`src/rtl/circuit1_sched_ctrl_if.sv`:
```
// Request/result bundle for circuit1_sched_ctrl.
// Handshake: start is taken only on an edge where busy=0; done is a one-cycle strobe, z/x hold until the next run rewrites them.
interface circuit1_sched_ctrl_if #(
    parameter int DATAWIDTH = 8
);
    logic                   start;
    logic [DATAWIDTH-1:0]   a;
    logic [DATAWIDTH-1:0]   b;
    logic [DATAWIDTH-1:0]   c;
    logic                   busy;
    logic                   done;
    logic [DATAWIDTH-1:0]   z;
    logic [2*DATAWIDTH-1:0] x;
    logic [2:0]             dbg_state;

    modport master (
        output start, a, b, c,
        input  busy, done, z, x, dbg_state
    );

    modport slave (
        input  start, a, b, c,
        output busy, done, z, x, dbg_state
    );
endinterface

```
`src/rtl/circuit1_sched_ctrl.sv`:
```
// Multi-cycle scheduler: z = max(a+b, a+c), x = a*c - (a+b), using one shared
// add/sub unit and one multiplier, sequenced by a six-state FSM.
module circuit1_sched_ctrl #(
    parameter int DATAWIDTH = 8
) (
    input  logic                 Clk,
    input  logic                 Rst,
    circuit1_sched_ctrl_if.slave sif
);
    localparam int XW = 2 * DATAWIDTH;

    typedef enum logic [2:0] {
        IDLE    = 3'd0,
        ADD_D   = 3'd1,
        ADD_E   = 3'd2,
        CMP_MUL = 3'd3,
        SUB     = 3'd4,
        DONE    = 3'd5
    } state_t;

    state_t               state_q;
    logic [DATAWIDTH-1:0] a_q, b_q, c_q, d_q, e_q, z_q;
    logic [XW-1:0]        f_q, x_q;
    logic                 busy_q, done_q;

    logic [XW-1:0]        alu_a, alu_b, alu_y, mul_y;
    logic                 alu_sub;

    // Operand steering for the single shared adder/subtractor.
    always_comb begin
        alu_a   = '0;
        alu_b   = '0;
        alu_sub = 1'b0;
        case (state_q)
            ADD_D: begin
                alu_a = {{DATAWIDTH{1'b0}}, a_q};
                alu_b = {{DATAWIDTH{1'b0}}, b_q};
            end
            ADD_E: begin
                alu_a = {{DATAWIDTH{1'b0}}, a_q};
                alu_b = {{DATAWIDTH{1'b0}}, c_q};
            end
            SUB: begin
                alu_a   = f_q;
                alu_b   = {{DATAWIDTH{1'b0}}, d_q};
                alu_sub = 1'b1;
            end
            default: ;
        endcase
    end

    assign alu_y = alu_sub ? (alu_a - alu_b) : (alu_a + alu_b);
    assign mul_y = {{DATAWIDTH{1'b0}}, a_q} * {{DATAWIDTH{1'b0}}, c_q};

    always_ff @(posedge Clk or negedge Rst) begin
        if (!Rst) begin
            state_q <= IDLE;
            a_q     <= '0;
            b_q     <= '0;
            c_q     <= '0;
            d_q     <= '0;
            e_q     <= '0;
            f_q     <= '0;
            z_q     <= '0;
            x_q     <= '0;
            busy_q  <= 1'b0;
            done_q  <= 1'b0;
        end else begin
            case (state_q)
                IDLE: begin
                    if (sif.start) begin
                        a_q     <= sif.a;
                        b_q     <= sif.b;
                        c_q     <= sif.c;
                        busy_q  <= 1'b1;
                        state_q <= ADD_D;
                    end
                end
                ADD_D: begin
                    d_q     <= alu_y[DATAWIDTH-1:0];
                    state_q <= ADD_E;
                end
                ADD_E: begin
                    e_q     <= alu_y[DATAWIDTH-1:0];
                    state_q <= CMP_MUL;
                end
                CMP_MUL: begin
                    // Ties pick e.
                    z_q     <= (d_q > e_q) ? d_q : e_q;
                    f_q     <= mul_y;
                    state_q <= SUB;
                end
                SUB: begin
                    x_q     <= alu_y;
                    done_q  <= 1'b1;
                    state_q <= DONE;
                end
                DONE: begin
                    done_q  <= 1'b0;
                    busy_q  <= 1'b0;
                    state_q <= IDLE;
                end
                default: begin
                    done_q  <= 1'b0;
                    busy_q  <= 1'b0;
                    state_q <= IDLE;
                end
            endcase
        end
    end

    assign sif.busy      = busy_q;
    assign sif.done      = done_q;
    assign sif.z         = z_q;
    assign sif.x         = x_q;
    assign sif.dbg_state = state_q;
endmodule

```
`src/flat_wrapper.sv`:
```
// flat-port wrapper written by rule: the top's interface ports become plain ports
module circuit1_sched_ctrl_flat 
#(
    parameter int DATAWIDTH = 8
)
  (Clk, Rst, sif_start, sif_a, sif_b, sif_c, sif_busy, sif_done, sif_z, sif_x, sif_dbg_state);
  circuit1_sched_ctrl_if #(.DATAWIDTH(DATAWIDTH)) sif_i ();
  input  logic Clk;
  input  logic Rst;
  input wire logic [$bits(sif_i.start)-1:0] sif_start;
  input wire logic [$bits(sif_i.a)-1:0] sif_a;
  input wire logic [$bits(sif_i.b)-1:0] sif_b;
  input wire logic [$bits(sif_i.c)-1:0] sif_c;
  output wire logic [$bits(sif_i.busy)-1:0] sif_busy;
  output wire logic [$bits(sif_i.done)-1:0] sif_done;
  output wire logic [$bits(sif_i.z)-1:0] sif_z;
  output wire logic [$bits(sif_i.x)-1:0] sif_x;
  output wire logic [$bits(sif_i.dbg_state)-1:0] sif_dbg_state;
  assign sif_i.start = sif_start;
  assign sif_i.a = sif_a;
  assign sif_i.b = sif_b;
  assign sif_i.c = sif_c;
  assign sif_busy = sif_i.busy;
  assign sif_done = sif_i.done;
  assign sif_z = sif_i.z;
  assign sif_x = sif_i.x;
  assign sif_dbg_state = sif_i.dbg_state;
  circuit1_sched_ctrl #(.DATAWIDTH(DATAWIDTH)) u_core (.Clk(Clk), .Rst(Rst), .sif(sif_i));
endmodule
```
`config.mk`:
```
export PLATFORM = sky130hd
export DESIGN_NAME = circuit1_sched_ctrl_flat
export DESIGN_NICKNAME = d
export VERILOG_FILES = /design/src/rtl/circuit1_sched_ctrl_if.sv /design/src/rtl/circuit1_sched_ctrl.sv /design/src/flat_wrapper.sv
export SDC_FILE = /design/constraint.sdc
export NUM_CORES = 1
export LEC_CHECK = 0
export ABC_AREA = 0
export BUFFER_PORTS_ARGS = -buffer_cell sky130_fd_sc_hd__buf_2
export CAP_MARGIN = 20
export CORE_ASPECT_RATIO = 0.5
export CORE_MARGIN = 5
export CORE_UTILIZATION = 40
export CTS_CLUSTER_SIZE = 14
export DETAILED_ROUTE_END_ITERATION = 10
export PLACE_DENSITY_LB_ADDON = 0.12
export REMOVE_ABC_BUFFERS = 1
export SYNTH_ARGS = -nofsm -noshare
export SYNTH_HDL_FRONTEND = slang
export SYNTH_SLANG_ARGS = --single-unit
```
`constraint.sdc`:
```
create_clock -name Clk -period 4.5 [get_ports Clk]
set_input_delay 0 -clock Clk [delete_from_list [all_inputs] [get_ports Clk]]
set_output_delay 0 -clock Clk [all_outputs]
set_load 0.05 [all_outputs]
```
======== Yosys cells after proc, flatten, opt, wreduce, memory -nomap -nowiden ========
Index checks and enable logic that the tools add are counted.
storage, ports and cells
  memory bits (read-only) ................. 0
  memories kept ........................... 0
  flip-flop bits (word level) ............. 85
  input port bits ......................... 27
  logic and storage cells ................. 37
  output and inout bits ................... 29
  bits in latches ......................... 0
  bits in writable memories ............... 0
cells by class
  multipliers ............................. 1
  magnitude comparators ................... 1
  shifts and indexed selects .............. 0
  reductions and logical operators ........ 6
  eq/ne operators ......................... 5
  div/mod/pow operators ................... 0
  multiplexer cells ....................... 10
  bitwise operators ....................... 1
  $add $sub $neg .......................... 2
operators with widths
  operator                                                          number
  16-bit one-hot mux with 2 select lines                            1
  8-bit one-hot mux with 3 select lines                             1
  16-bit by 8-bit adder with 16-bit output                          1
  8-bit by 8-bit multiplier with 16-bit output                      1
  16-bit two-way mux                                                1
  16-bit by 8-bit subtractor with 16-bit output                     1
  3-bit one-hot mux with 5 select lines                             1
  8-bit greater-than comparator                                     1
  8-bit two-way mux                                                 1
  4-bit OR reduction                                                2
  3-bit by 2-bit == test with 1-bit output (second input constant)  2
  1-bit one-hot mux with 2 select lines                             2
  2-bit AND reduction                                               2
  3-bit by 1-bit == test with 1-bit output (second input constant)  1
  3-bit == test (second input constant)                             1
  3-bit zero test                                                   1
  3-bit two-way mux                                                 1
  1-bit two-way mux                                                 2
  2-bit inequality test (second input constant)                     1
  2-bit OR reduction                                                1
  1-bit NOT                                                         1

======== Longest topological paths before layout ========
  depth after elaboration ................. 5
  mapped depth ............................ 17
  mapped depth without buffers ............ 16

======== Worst setup path before layout ========
No wires, ideal clock.
  kind .................................... flip-flop to flip-flop
  start ................................... register u_core.c_q[4]
  end ..................................... register u_core.f_q[14]
  clock period less this slack ............ 4.219 ns
  required time ........................... 4.371 ns
  buffers on the path ..................... 0
  stages on the path, launching flop included .. 15
  slack ................................... 0.281 ns
  library setup time ...................... 0.129 ns
  arrival time ............................ 4.090 ns
  cell sequence ........................... dfrtp_1 and2_1 fa_1 fa_1 inv_1 fa_1 fa_1 inv_1 ha_1 o21a_1 a2111oi_2 o31ai_1 o41ai_2 xor2_1 o21ai_1
between the ends
  cells in the longest elaborated chain, start to end .. 1
RTL lines
  what                                          RTL line                   source
  from (decl)                                   circuit1_sched_ctrl.sv:22  logic [DATAWIDTH-1:0] a_q, b_q, c_q, d_q, e_q, z_q;
  from (signal assigned)                        circuit1_sched_ctrl.sv:74  c_q <= sif.c;
  8-bit by 8-bit multiplier with 16-bit output  circuit1_sched_ctrl.sv:53  assign mul_y = {{DATAWIDTH{1'b0}}, a_q} * {{DATAWIDTH{1'b0}}, c_q};
  to (signal assigned)                          circuit1_sched_ctrl.sv:90  f_q <= mul_y;
  to (decl)                                     circuit1_sched_ctrl.sv:23  logic [XW-1:0] f_q, x_q;
Every way passes these cells.
A chain may end at the register's enable or synchronous reset.

======== Worst setup path in the final report ========
  start ................................... register u_core.c_q[2]
  end ..................................... register u_core.f_q[14]
Same word-level chain as after synthesis.

==> impl_results.md <==
* Status: complete, no violations
* Worst-case clock buffer depth at 2
* Synth top area cells: dfrtp_1, fa_1, ha_1
* Critical Path RT at 4720 ps
* ANT nets after route at 0
* WHS at 94.77 ps
* Hold Path Class: input pin to asynchronous set/reset pin
* First-pass GRT wire length at 25.20 mm
* Synth Cell Area at 6405 µm²
* Post-synth top flop: dfrtp_1
* Critical path launch point type: flop
* Clock root cell: clkbuf_16
* Largest stage delay, worst path at 530 ps
* WL final at 14.53 mm
* Final setup viols at 0
* Fraction of layout cells with a size suffix above 1 at 20.50%
* Most numerous cell in the Yosys netlist: dfrtp_1
* Buffers added on ports at 55
* Later-pin clock latency in the skew report at 340 ps
* CP top delay family: adder cells
* CP most frequent cell: ha_1
* CP arrival at 4600 ps
* Die W at 189.0 µm
* Post-route cell area at 7679 µm²
* Worst setup path endpoint: u_core.f_q[14]
* FF-to-FF setup slack at 120 ps
* Die ar. at 18,800 µm²
* DR DRC count at 0
* Largest net degree at the start of global routing at 68
* Area delta synth->final at 19.89%
* Core area at 15,530 µm²
* Critical path class: flop to flop
* Critical-path cell list: buf_4, buf_4, and2_1, ha_1, fa_1, ha_1, inv_1, fa_1, inv_1, ha_1, a211o_1, a2111oi_4, o31ai_4, o41ai_2, xor2_1, o21ai_1
* Yosys warns at 0
* Wirelength per Cell at 15.05 µm
* EDFF count, synth at 0
* Period utilization at 97.43%
* Hold Fails Final Rpt at 0
* Post-Place Cell Area at 7033 µm²
* Initial Util at 41.23%
* Total track usage at 16.22%
* Die H at 99.48 µm
* Synth cell count leaders: dfrtp_1, nand2_1, inv_1
* First-pass detailed-route iteration total at 6
* Util after Layout at 49.43%
* Setup TNS at 0 ps
* Initial antenna violation count at 0
* Seq/Total Area, Yosys at 33.21%
* Clock-pin slew on the worst setup and hold paths at 70 ps
* R2r startpoint: u_core.c_q[2]
* Distinct cells, synth at 50
* Iter 0 DRT Violations at 224
* Cts bufs inserted at 9
* Mean Syn Cell Area at 9.704 µm²
* Num ports at 56
* CP max stage cell: fa_1
* Max-cap viol count at 0
* Nets at 874
* Post-synth ARST share at 100.0%
* Num rows at 32
* Vias at 4,891
* Source of the critical timing path: u_core.c_q[2]
* CTS tree: done
* Clock sinks at 85
* Antenna Cells at 0
* Synth area leader: dfrtp_1
* Peak fanout along the critical path at 3
* Dpl hpwl at 11.32 mm
* Crit path depth at 16
* Routed vias/inst at 5.068
* Cells on worst reg2reg path at 16
* Worst Skew at 9.809 ps
* Yosys top cell area share at 33.21%
* #FFs+latches synth at 85
* Gp weighted congestion at 0.8716
* Max-slew violations at 0
* Actual slew at the worst max-slew pin at 910.3 ps
* Fmax at 228.1 MHz
* Slew HR at 39.13%
* Grt ovf at 0
* R2r endpoint: u_core.f_q[14]
* Crit path time final at 4384 ps
* Vias in the first global route at 5,036
* H-tree level count at 3
* CP bufs+invs at 4
* Synth Instances at 660
* Worst Setup End Kind: flop
-- worst min path at each step --
| stage | start | to |
|---|---|---|
| after floorplan | Rst | u_core.a_q[0] |
| after global placement | Rst | u_core.a_q[7] |
| after detailed placement | Rst | u_core.a_q[7] |
| after CTS | Rst | u_core.a_q[7] |
| after global routing | Rst | u_core.a_q[7] |
| final | Rst | u_core.a_q[7] |
-- flip-flops by register name (all words and copies together) (netlist names) --
signal,count
u_core.a_q,8
u_core.b_q,8
u_core.c_q,8
u_core.d_q,8
u_core.e_q,8
u_core.f_q,16
u_core.sif.busy,1
u_core.sif.dbg_state,3
u_core.sif.done,1
u_core.sif.x,16
u_core.sif.z,8
-- kinds of logic (layout without fill, tap and decap cells) --
group / after synthesis / after routing / share of synthesized area [%]
AO/OA/AOI/OAI: 138 / 138 / 13.93
XOR/XNOR: 20 / 20 / 2.735
adder cells (fa/ha/maj): 91 / 91 / 22.11
buffers and inverters: 90 / 191 / 5.392
flip-flops: 85 / 85 / 33.21
multiplexers: 41 / 41 / 6.994
AND/OR/NAND/NOR: 195 / 195 / 15.63
-- per-layer routing --
metal / vias to the layer above / global-route usage [%] / part of all wire (%)
li1: 2426 / - / -
met1: 2382 / 24.22 / 53
met2: 72 / 24.30 / 43
met3: 11 / 3.331 / 3.6
met4: 0 / 3.637 / 1.0
met5: - / 0 / 0
-- metrics by stage --
step / instances / setup slack, ps
CTS: 961 / 46.92
global placement: 919 / 181.3
finish: 965 / 115.7
global route: 965 / -23.12
detailed placement: 919 / 75.67
floorplan: 635 / 245.6
-- area by class of cell --
type,count,area [µm²]
Fill cell,1493,7856
Multi-Input combinational cell,485,3999
Sequential cell,85,2138
Timing Repair Buffer,110,759.5
Tap cell,204,255.2
Inverter,65,244.0
Clock buffer,9,225.2
Clock inverter,7,57.56
-- cells in the final DEF (no fill, tap or decap), drive strengths merged, types with 4 or more instances in the layout --
cell,netlist,layout
xnor2,8,8
a22oi,8,8
nor3,5,5
nor2b,7,7
a21oi,22,22
o31ai,7,7
xor2,12,12
and2,55,55
a22o,6,6
mux2i,11,11
nor3b,4,4
dlygate4sd3,0,26
inv,65,69
a21o,8,8
nand2b,4,4
buf,8,84
or4,4,4
ha,54,54
clkbuf,17,9
nor2,24,24
o21a,6,6
mux2,30,30
fa,37,37
dfrtp,85,85
nand3b,6,6
nand3,5,5
o21ai,57,57
nand2,70,70
-- what timing repair did --
item | in CTS | in global routing
setup endpoints to repair | 0 | 4
hold buffers | 26 | 0
setup buffers | 0 | 4
gates resized for setup | 0 | 23
endpoints found under the hold margin | 44 | 0
Power is not shown: default switching activity piles up to over one toggle a cycle in this logic, so the estimate is an artifact.
